## config.mk

```make
export PLATFORM = sky130hd
export DESIGN_NAME = i2c_target
export DESIGN_NICKNAME = d
export VERILOG_FILES = /design/src/rtl/i2c_target.sv
export SDC_FILE = /design/constraint.sdc
export NUM_CORES = 1
export LEC_CHECK = 0
export ABC_CLOCK_PERIOD_IN_PS = 1800
export CORE_ASPECT_RATIO = 1.75
export CORE_MARGIN = 2
export CORE_UTILIZATION = 49
export DETAILED_ROUTE_END_ITERATION = 16
export GPL_TIMING_DRIVEN = 0
export HOLD_SLACK_MARGIN = 0.1
export PLACE_DENSITY = 0.72
export SYNTH_ARGS = -nofsm -noshare
export SYNTH_HDL_FRONTEND = slang
export SYNTH_SLANG_ARGS = --single-unit
```

## constraint.sdc

```tcl
create_clock -name clk -period 1.8 [get_ports clk]
set_input_delay 0.36 -clock clk [delete_from_list [all_inputs] [get_ports clk]]
set_output_delay 0.36 -clock clk [all_outputs]
set_load 0.01 [all_outputs]
```

## src/rtl/i2c_target.sv

```systemverilog
// Single-address I2C-style target for the LC3 serial bus.
// Open-drain SDA via sda_oe; byte-parallel write and read paths.
module i2c_target #(
    parameter logic [6:0] ADDR = 7'h50
) (
    input  logic       clk,
    input  logic       rst,
    input  logic       scl_in,
    input  logic       sda_in,
    output logic       sda_oe,
    output logic [7:0] rx_data,
    output logic       rx_valid,
    input  logic [7:0] tx_data,
    output logic       tx_req,
    output logic       busy
);

    localparam logic [2:0] S_IDLE  = 3'd0;
    localparam logic [2:0] S_ADDR  = 3'd1;
    localparam logic [2:0] S_AACK  = 3'd2;
    localparam logic [2:0] S_WR    = 3'd3;
    localparam logic [2:0] S_WACK  = 3'd4;
    localparam logic [2:0] S_RD    = 3'd5;
    localparam logic [2:0] S_RACK  = 3'd6;
    localparam logic [2:0] S_WSTOP = 3'd7;

    // [0],[1] synchronizer, [2] edge-detect delay; all idle-high
    logic [2:0] scl_q, sda_q;
    logic       start_q, stop_q, rise_q, fall_q;

    logic [2:0] state_q, state_d;
    logic [3:0] cnt_q, cnt_d;
    logic [7:0] sh_q, sh_d;
    logic [7:0] rx_data_q, rx_data_d;
    logic       oe_q, oe_d;
    logic       busy_q, busy_d;
    logic       rw_q, rw_d;
    logic       rx_valid_q, rx_valid_d;
    logic       sda_b;

    assign sda_b = sda_q[2];

    always_ff @(posedge clk) begin
        if (rst) begin
            scl_q   <= 3'b111;
            sda_q   <= 3'b111;
            start_q <= 1'b0;
            stop_q  <= 1'b0;
            rise_q  <= 1'b0;
            fall_q  <= 1'b0;
        end else begin
            scl_q   <= {scl_q[1:0], scl_in};
            sda_q   <= {sda_q[1:0], sda_in};
            start_q <= scl_q[1] & scl_q[2] & sda_q[2] & ~sda_q[1];
            stop_q  <= scl_q[1] & scl_q[2] & ~sda_q[2] & sda_q[1];
            rise_q  <= scl_q[1] & ~scl_q[2];
            fall_q  <= ~scl_q[1] & scl_q[2];
        end
    end

    always_comb begin
        state_d    = state_q;
        cnt_d      = cnt_q;
        sh_d       = sh_q;
        rx_data_d  = rx_data_q;
        oe_d       = oe_q;
        busy_d     = busy_q;
        rw_d       = rw_q;
        rx_valid_d = 1'b0;
        tx_req     = 1'b0;
        if (stop_q) begin
            state_d = S_IDLE;
            oe_d    = 1'b0;
            busy_d  = 1'b0;
            cnt_d   = 4'd0;
        end else if (start_q) begin
            state_d = S_ADDR;
            oe_d    = 1'b0;
            busy_d  = 1'b0;
            cnt_d   = 4'd0;
        end else begin
            case (state_q)
                S_ADDR: begin
                    if (rise_q) begin
                        sh_d  = {sh_q[6:0], sda_b};
                        cnt_d = cnt_q + 4'd1;
                    end else if (fall_q && cnt_q == 4'd8) begin
                        cnt_d = 4'd0;
                        if (sh_q[7:1] == ADDR) begin
                            oe_d    = 1'b1;
                            busy_d  = 1'b1;
                            rw_d    = sh_q[0];
                            state_d = S_AACK;
                        end else begin
                            state_d = S_WSTOP;
                        end
                    end
                end
                S_AACK: begin
                    if (fall_q) begin
                        oe_d  = 1'b0;
                        cnt_d = 4'd0;
                        if (rw_q) begin
                            tx_req  = 1'b1;
                            sh_d    = tx_data;
                            oe_d    = ~tx_data[7];
                            state_d = S_RD;
                        end else begin
                            state_d = S_WR;
                        end
                    end
                end
                S_WR: begin
                    if (rise_q) begin
                        sh_d  = {sh_q[6:0], sda_b};
                        cnt_d = cnt_q + 4'd1;
                    end else if (fall_q && cnt_q == 4'd8) begin
                        rx_data_d  = sh_q;
                        rx_valid_d = 1'b1;
                        oe_d       = 1'b1;
                        state_d    = S_WACK;
                    end
                end
                S_WACK: begin
                    if (fall_q) begin
                        oe_d    = 1'b0;
                        cnt_d   = 4'd0;
                        state_d = S_WR;
                    end
                end
                S_RD: begin
                    if (rise_q) begin
                        cnt_d = cnt_q + 4'd1;
                    end else if (fall_q) begin
                        if (cnt_q == 4'd8) begin
                            oe_d    = 1'b0;
                            state_d = S_RACK;
                        end else begin
                            sh_d = {sh_q[6:0], 1'b0};
                            oe_d = ~sh_q[6];
                        end
                    end
                end
                S_RACK: begin
                    // a fall here always follows an ACK sampled on the rise
                    if (rise_q && sda_b) begin
                        busy_d  = 1'b0;
                        state_d = S_WSTOP;
                    end else if (fall_q) begin
                        tx_req  = 1'b1;
                        sh_d    = tx_data;
                        oe_d    = ~tx_data[7];
                        cnt_d   = 4'd0;
                        state_d = S_RD;
                    end
                end
                S_IDLE, S_WSTOP: ;
                default: state_d = S_IDLE;
            endcase
        end
    end

    always_ff @(posedge clk) begin
        if (rst) begin
            state_q    <= S_IDLE;
            cnt_q      <= 4'd0;
            sh_q       <= 8'h00;
            rx_data_q  <= 8'h00;
            oe_q       <= 1'b0;
            busy_q     <= 1'b0;
            rw_q       <= 1'b0;
            rx_valid_q <= 1'b0;
        end else begin
            state_q    <= state_d;
            cnt_q      <= cnt_d;
            sh_q       <= sh_d;
            rx_data_q  <= rx_data_d;
            oe_q       <= oe_d;
            busy_q     <= busy_d;
            rw_q       <= rw_d;
            rx_valid_q <= rx_valid_d;
        end
    end

    assign sda_oe   = oe_q;
    assign rx_data  = rx_data_q;
    assign rx_valid = rx_valid_q;
    assign busy     = busy_q;

endmodule

```

==> results of run 1 <==
-- flip-flops by register name, indices dropped and copies added (netlist names), 3 cells and up --
name,cells
rx_data,8
sh_q,8
scl_q,3
cnt_q,4
sda_q,3
state_q,3
-- cell families (layout without fill, tap and decap cells) --
logic type,after synthesis,in the layout,synth area share [%]
AO/OA/AOI/OAI,52,52,20.0
adder cells (fa/ha/maj),2,2,1.28
buffers and inverters,19,60,5.38
flip-flops,37,37,37.9
multiplexers,18,18,9.67
AND/OR/NAND/NOR,89,89,25.7
-- report_power, final --
| group | internal, mW | total, mW | switching, mW |
|---|---|---|---|
| clock | 0.452 | 0.745 | 0.293 |
| sequential | 0.825 | 0.835 | 0.0103 |
| combinational | 0.0489 | 0.101 | 0.0520 |
| total | 1.33 | 1.68 | 0.355 |
-- repair_timing --
| action | CTS | global route |
|---|---|---|
| setup endpoints to repair | 22 | 25 |
| resized for setup | 18 | 15 |
| cloned | 0 | 2 |
| setup buffers | 6 | 6 |
| pin swaps | 5 | 3 |
-- worst paths after layout --
path | startpoint | to | slack, ps | cells past startpoint
worst max register to register | cnt_q[0]$_SDFFE_PP0P_ | sh_q[6]$_SDFFE_PP0P_ | 7 | 7
worst min register to register | scl_q[0]$_SDFF_PP1_ | scl_q[1]$_SDFF_PP1_ | 410 | 1
worst min-delay path | scl_q[0]$_SDFF_PP1_ | scl_q[1]$_SDFF_PP1_ | 410 | 1
worst max-delay path | cnt_q[0]$_SDFFE_PP0P_ | sh_q[6]$_SDFFE_PP0P_ | 7 | 7
-- critical path, stage by stage (launching register included) --
cell      delay [ps]
dfxtp_2          340
inv_2             40
ha_2             170
and3b_2          250
o211ai_1         210
buf_4            170
o2111a_2         220
mux2_4           300
-- per-layer routing --
metal	wire, um	GRT usage (%)
met5	0	0
met4	279	13.4
met3	181	3.75
met2	2630	41.1
met1	1980	26.2
-- cell type report --
class                           count  share of cell area (%)
Buffer                             10                    2.59
Clock buffer                        7                    3.43
Timing Repair Buffer               36                    12.5
Clock inverter                      1                    1.19
Multi-Input combinational cell    161                    47.0
Tap cell                           48                    2.39
Inverter                            6                   0.896
Sequential cell                    37                    30.0
-- cell usage in the layout (no fill, tap or decap), types with 3 or more instances in the layout --
cell type	count
mux2_2	6
nand2_1	18
nand2b_1	6
nand3_1	3
a211oi_2	3
a211oi_1	4
inv_1	5
dfxtp_1	30
buf_2	4
nor2_1	14
dfxtp_2	5
mux2i_1	11
or2_2	8
buf_6	3
a21oi_1	12
clkdlybuf4s50_1	21
nand3b_1	3
clkbuf_1	6
nor2b_1	11
nor3_1	5
buf_4	13
o21ai_0	4
nor3b_1	3
or4_4	3
clkbuf_8	6
o31ai_1	4
-- per-stage QoR --
step,power (mW),instance area [um2]
finish,1.68,2510
detailed placement,0.952,2230
CTS,1.69,2420
global route,1.73,2510
floorplan,0.911,1950
global placement,0.952,2230
==> flow_summary.yaml, run 1 <==
sta:
  period_share_pct: 99.6
  hold_viol: 0
  fmax_mhz: 558
  final-setup-viol-count: 0
  fin_skew_ps: 2.95
  tightest_slew_ps: 537
  setup_ws_ps: 7.27
  slew_violations: 0
  rsz0062_at_grt: "true"
  finalCriticalPeriod_ps: 1790
  slew_headroom_pct: 64.1
  fin_hold_ws_ps: 410
  tns_ps: 0
route:
  drt_iter0_drc: 58
  routedWlPerCell_um: 16.5
  viasPerCell: 5.71
  num_vias: 1746
  wl_um: 5060
  postRouteAntennaNets: 0
  dr.pass1.iters: 4
  drc_errors: 0
clock_network:
  clock_path_buffers: 2
  cts_max_level: 2
  clockRootBuffer: "clkbuf_8"
  cts_tree: "yes"
  clk_pin_slew_ps: 70
  numCtsBuffers: 5
  clk_latency_ps: 290
  cts_hold_buf: 0
  cts.sink_count: 37
yosys:
  syn_area_mm2: 0.00195
  synth.yosys.seq_area_share_pct: 37.9
  synth_most_common_cell: "dfxtp_1"
  synthFlopType: "dfxtp_1"
  ys_ff_latch: 37
  synthArstFlopShare_pct: 0
  yosys_warnings: 0
  netlist_instances: 217
  synth.avg_cell_area_um2: 9.01
  synth_edf_count: 0
  syn-num-nets: 231
  synth_commonest_cells: "dfxtp_1 (37), nand2_1 (18), nor2_1 (14)"
  synth_top_cell_area_share_pct: 37.9
  yosys.area.top_type: "dfxtp_1"
  yosys-top-cells-area: "dfxtp_1 (38%), mux2i_1 (5.6%), mux2_2 (4.0%)"
  ys_types: 58
cells_and_area:
  nNetsFinal: 271
  syn2layout_area_growth_pct: 28.7
  final_cells: 306
  layout-drive-gt1-share_pct: 27.5
  multi_input_area_mm2: 0.00118
  fillCellCount: 335
  seq_area_um2: 754
  post-route-util_pct: 65.0
  diodes: 0
pwr:
  leakage_nw: 0.996
  peakVddDrop_uv: 672
  power_density_mw_per_mm2: 668
die:
  core-area_mm2: 0.00387
  io_pins: 24
  die_y_um: 87.5
  initial_utilization_pct: 50.6
  die_area_mm2: 0.00453
  dieWidth_um: 51.7
  fp-row-count: 30
place:
  post-place-ws_ps: -349
  io_buffers: 22
  dp_cells: 287
  hpwl_um: 3500
  place_congestion: 0.936
global_route:
  track_usage_pct: 23.5
  grt_max_degree: 13
  grt_pass1_wl_um: 7990
  grt.overflow.total: 0
  grt_pass1_vias: 1683
  antenna_found_initial: 0
setup_path:
  crit_required_ps: 1980
  arrival_ps: 1970
  start_kind: "flip-flop"
  cp_max_fo: 4
  end_kind: "flip-flop"
  critical_path_class: "flip-flop to flip-flop"
status:
  status: "finished, final reports clean"
hold_path:
  min_path_type: "flip-flop to flip-flop"
job:
  drv_cap: 0
Power figures use the tool's default switching activity.
==> inputs of run 2 (changes only) <==
Settings changed: CAP_MARGIN from default to 25, GPL_TIMING_DRIVEN 0 to 1.
==> run 2 against run 1 <==
First-iteration DRC count is 69% lower. Setup slack worse by 4.5 ps. Design area up 2.8%. Non-clock buffer count grew 10. Core utilization up 1.8 points. Clock skew grew 4.7 ps. Die area is the same. Worst hold slack improved by 7.5 ps. Critical path depth did not move. Via count increased by 2.6%. Clock-buffer cell count down 2. Total power increased by 7.2%.
==> flow_summary.yaml, run 2 (synthesis results as in run 1) <==
status:
  status: "finished, final reports clean"
route:
  postRouteAntennaNets: 0
  num_vias: 1791
  drt_iter0_drc: 18
  drc_errors: 0
  routedWlPerCell_um: 15.9
  wl_um: 5020
  viasPerCell: 5.67
  dr.pass1.iters: 4
clock_network:
  numCtsBuffers: 5
  cts_tree: "yes"
  cts.sink_count: 37
  clk_pin_slew_ps: 80
  cts_max_level: 2
  clockRootBuffer: "clkbuf_8"
  clk_latency_ps: 290
  clock_path_buffers: 2
cells_and_area:
  diodes: 0
  syn2layout_area_growth_pct: 32.3
  final_common_cell: "dfxtp_1"
  layout-drive-gt1-share_pct: 27.6
  final_cells: 316
  layout_common_cells: "dfxtp_1 (35), buf_4 (31), clkdlybuf4s50_1 (22)"
  nNetsFinal: 281
  fillCellCount: 331
global_route:
  antenna_found_initial: 0
  track_usage_pct: 24.7
  grt_max_degree: 33
  grt.overflow.total: 0
  grt_pass1_wl_um: 8310
  grt_pass1_vias: 1763
die:
  fp-row-count: 30
  die_y_um: 87.5
  die_area_mm2: 0.00453
  core-area_mm2: 0.00387
  io_pins: 24
  dieWidth_um: 51.7
  initial_utilization_pct: 50.6
place:
  place_congestion: 0.925
  dp_cells: 307
  hpwl_um: 3680
  io_buffers: 23
setup_path:
  start_kind: "flip-flop"
  cp_num_buf_inv: 2
  crit_family: "compound AO/OA/AOI/OAI gates"
  slowest_delay_ps: 360
  end_kind: "flip-flop"
  crit_required_ps: 1980
  arrival_ps: 1980
  crit_chain: "inv_2 > ha_4 > and3b_2 > o211ai_1 > buf_4 > o2111ai_4 > mux2_4"
  cp_max_fo: 6
  critical_path_class: "flip-flop to flip-flop"
  cpMaxStageDelayCell: "mux2_4"
sta:
  final-setup-viol-count: 0
  fin_skew_ps: 7.60
  slew_violations: 0
  finalCriticalPeriod_ps: 1800
  hold_viol: 0
  period_share_pct: 99.8
  slew_headroom_pct: 77.3
  tightest_slew_ps: 341
  fmax_mhz: 556
  rsz0062_at_grt: "true"
pwr:
  leakage_nw: 1.07
  total_power_mw: 1.80
  power_density_mw_per_mm2: 697
  peakVddDrop_uv: 651
hold_path:
  min_path_type: "flip-flop to flip-flop"
job:
  drv_cap: 0
-- run 2: cell count changes in the layout (fill, tap and decap cells not counted), moves of 2 or more --
cell | previous run | this run
buf_2 | 4 | 0
buf_4 | 13 | 31
clkbuf_1 | 6 | 0
dfxtp_1 | 30 | 35
dfxtp_2 | 5 | 2
dfxtp_4 | 2 | 0
or4_1 | 1 | 3
or4_4 | 3 | 1
-- run 2: path summary, 6_finish.rpt --
path / slack (ps) / cells past startpoint / from / end
max: 3 / 7 / cnt_q[0]$_SDFFE_PP0P_ / sh_q[3]$_SDFFE_PP0P_
min: 420 / 1 / scl_q[0]$_SDFF_PP1_ / scl_q[1]$_SDFF_PP1_
min reg2reg: 420 / 1 / scl_q[0]$_SDFF_PP1_ / scl_q[1]$_SDFF_PP1_
max reg2reg: 3 / 7 / cnt_q[0]$_SDFFE_PP0P_ / sh_q[3]$_SDFFE_PP0P_
-- run 2: layer usage --
layer | global-route usage, % | part of all wire (%) | vias to the layer above
li1 | - | - | 887
met1 | 25.9 | 38 | 840
met2 | 43.7 | 54 | 43
met3 | 4.10 | 2.0 | 21
met4 | 17.2 | 5.3 | 0
met5 | 0 | 0 | -
-- run 2: layout make-up --
| type | count | area [um2] | area share (%) |
|---|---|---|---|
| Multi-Input combinational cell | 161 | 1150 | 44.3 |
| Sequential cell | 37 | 743 | 28.7 |
| Timing Repair Buffer | 56 | 480 | 18.6 |
| Clock buffer | 5 | 68.8 | 2.66 |
| Clock inverter | 3 | 65.1 | 2.52 |
| Tap cell | 48 | 60.1 | 2.32 |
| Inverter | 6 | 22.5 | 0.871 |
-- run 2: worst register-to-register path, delay by kind of cell (launching register included) --
family	cells	cell delay, ps
AO/OA/AOI/OAI	2	410
adder cells (fa/ha/maj)	1	150
buffers and inverters	2	210
flip-flops	1	330
multiplexers	1	360
AND/OR/NAND/NOR	1	240
-- run 2: per-stage QoR --
step | area (um2) | setup TNS, ps | hold WS, ps | util [%] | worst slack [ps]
after CTS | 2580 | 0 | 421 | 66.9 | 3.85
after detailed placement | 2400 | -68.5 | 403 | 62.1 | -68.5
after global routing | 2590 | -541 | 434 | 66.9 | -107
final | 2590 | 0 | 417 | 66.9 | 2.81
after global placement | 2400 | -13.1 | 392 | 62.1 | -13.1
after floorplan | 1950 | 0 | 389 | - | 78.4
-- run 2: timing repair --
action                                  4_1_cts  5_1_grt
endpoints found under the setup margin        7       17
pin swaps                                     2        3
gates resized for setup                      13        3
buffers inserted                              1        0
hold buffers                                  0        0
-- run 2: where the power goes --
| part | leakage (nW) | switching (mW) | total, mW | internal, mW |
|---|---|---|---|---|
| logic | 0.704 | 0.0564 | 0.116 | 0.0595 |
| clock network | 0.0681 | 0.304 | 0.854 | 0.550 |
| registers | 0.300 | 0.00499 | 0.832 | 0.827 |
| total | 1.07 | 0.365 | 1.80 | 1.44 |
==> variant, RTL diff (config.mk and constraints of run 2) <==
The output `rx_valid` loses its register stage (`rx_valid_q` becomes a continuous assignment).
--- a/src/rtl/i2c_target.sv
+++ b/src/rtl/i2c_target.sv
@@ -171,3 +171,2 @@
             rw_q       <= 1'b0;
-            rx_valid_q <= 1'b0;
         end else begin
@@ -180,5 +179,6 @@
             rw_q       <= rw_d;
-            rx_valid_q <= rx_valid_d;
         end
     end
+
+    assign rx_valid_q = rx_valid_d;
 
Function: same outputs for any inputs over 10 cycles, from zero or initial values and one cycle with rst high; that may be too few to reach the edited logic, so the function may still have changed.
==> variant against run 2 <==
The run now ends with setup timing left; first-iteration DRC count increased by 33%; clock skew is 0.0043 ns lower; total power decreased by 13%; maximum frequency shrank 2.8%; combinational power increased by 16%; cell count decreased by 6.6%; wire length down 7.1%; sequential cell count is 1 lower; area after synthesis shrank 3.7%; design area down 4.5%; setup slack got worse by 0.053 ns; critical path type is now reg -> out; largest cell class unchanged.
==> variant: results (changes against run 2) <==
| Metric | Value |
|---|---|
| Most area-consuming cells after synthesis | sky130_fd_sc_hd__dfxtp_1, sky130_fd_sc_hd__mux2i_1, sky130_fd_sc_hd__nor2_1 |
| Worst path setup slack after routing | -0.04969 ns (-0.05250 ns) |
| Total chip power | 1.565 mW (-13%) |
| Type of the worst setup path | reg -> out |
| Number of buffers inserted to repair setup after CTS | 4 (+3) |
| Synth cell count leaders | sky130_fd_sc_hd__dfxtp_1, sky130_fd_sc_hd__nor2_1, sky130_fd_sc_hd__mux2i_1 |
| Result of the run | finished, violations left |
| Cells resized by post-CTS repair | 12 (-1) |
| Overall fraction of global-route tracks in use | 22.77% (-2.0 points) |
| Leakage power | 1.019 nW (-5.0%) |
| Post-synthesis sequential area ratio | 38.30% (+0.40 points) |
| Setup Skew | 0.003305 ns (-0.004297 ns) |
| Critical-path maximum fanout | 2 (-4) |
| Total area of multi-input combinational cells | 1080 um^2 (-5.8%) |
| Met2 Resource Use GR | 44.02% (+0.31 points) |
| Pin count of the biggest net entering global routing | 19 (-42%) |
| Synthesized instance count | 195 (-10%) |
| Violated checks | setup timing |
| Tightest slew margin relative to the limit | 77.15% (-0.11 points) |
| Final layout net count | 262 (-6.8%) |
| Final number of setup-violating endpoints | 1 (+1) |
| Highest-delay cell along the critical path | sky130_fd_sc_hd__dfxtp_2 |
| Post-synthesis net count | 209 (-9.5%) |
| Worst ir drop on vdd | 0.7062 mV (+8.5%) |
| Ratio of cells with drive above 1 in the final layout | 31.73% (+4.1 points) |
| Placer congestion estimate | 0.9183 (-0.69%) |
| Placement-stage worst setup slack | -0.2469 ns (-0.1783 ns) |
| Sum of met2 wire segment lengths after detailed routing | 2602 um (-4.1%) |
| Data arrival time at the worst-slack endpoint | 1.49 ns (-0.49 ns) |
| Net switching share of the total power | 23.65% (+3.4 points) |
| GR Util met3 | 4.007% (-0.089 points) |
| Layout fillers | 285 (-14%) |
| Top delay family on crit path | simple AND/OR/NAND/NOR gates |
[variant: cells by family after synthesis]
family / count (synthesis) / share of synthesized area, %
AO/OA/AOI/OAI: 41 / 19.22
adder cells (fa/ha/maj): 2 / 1.330
buffers and inverters: 18 / 5.850
flip-flops: 36 / 38.30
multiplexers: 19 / 10.11
AND/OR/NAND/NOR: 79 / 25.20
[variant: final timing paths]
kind / slack, ns / endpoint / cells past startpoint
hold / removal: 0.41 / scl_q[1]$_SDFF_PP1_ / 1
setup / recovery: -0.05 / rx_valid / 7
hold reg to reg: 0.41 / scl_q[1]$_SDFF_PP1_ / 1
setup reg to reg: 0.03 / cnt_q[0]$_SDFFE_PP0P_ / 9
[variant: layout make-up]
cell class | instances | share of cell area [%]
clock buffer | 6 | 3.343
clock inverter | 2 | 0.5572
inverter | 6 | 0.9119
multi-input combinational | 141 | 43.72
sequential | 36 | 29.28
tap | 46 | 2.330
timing repair buffer | 58 | 19.86
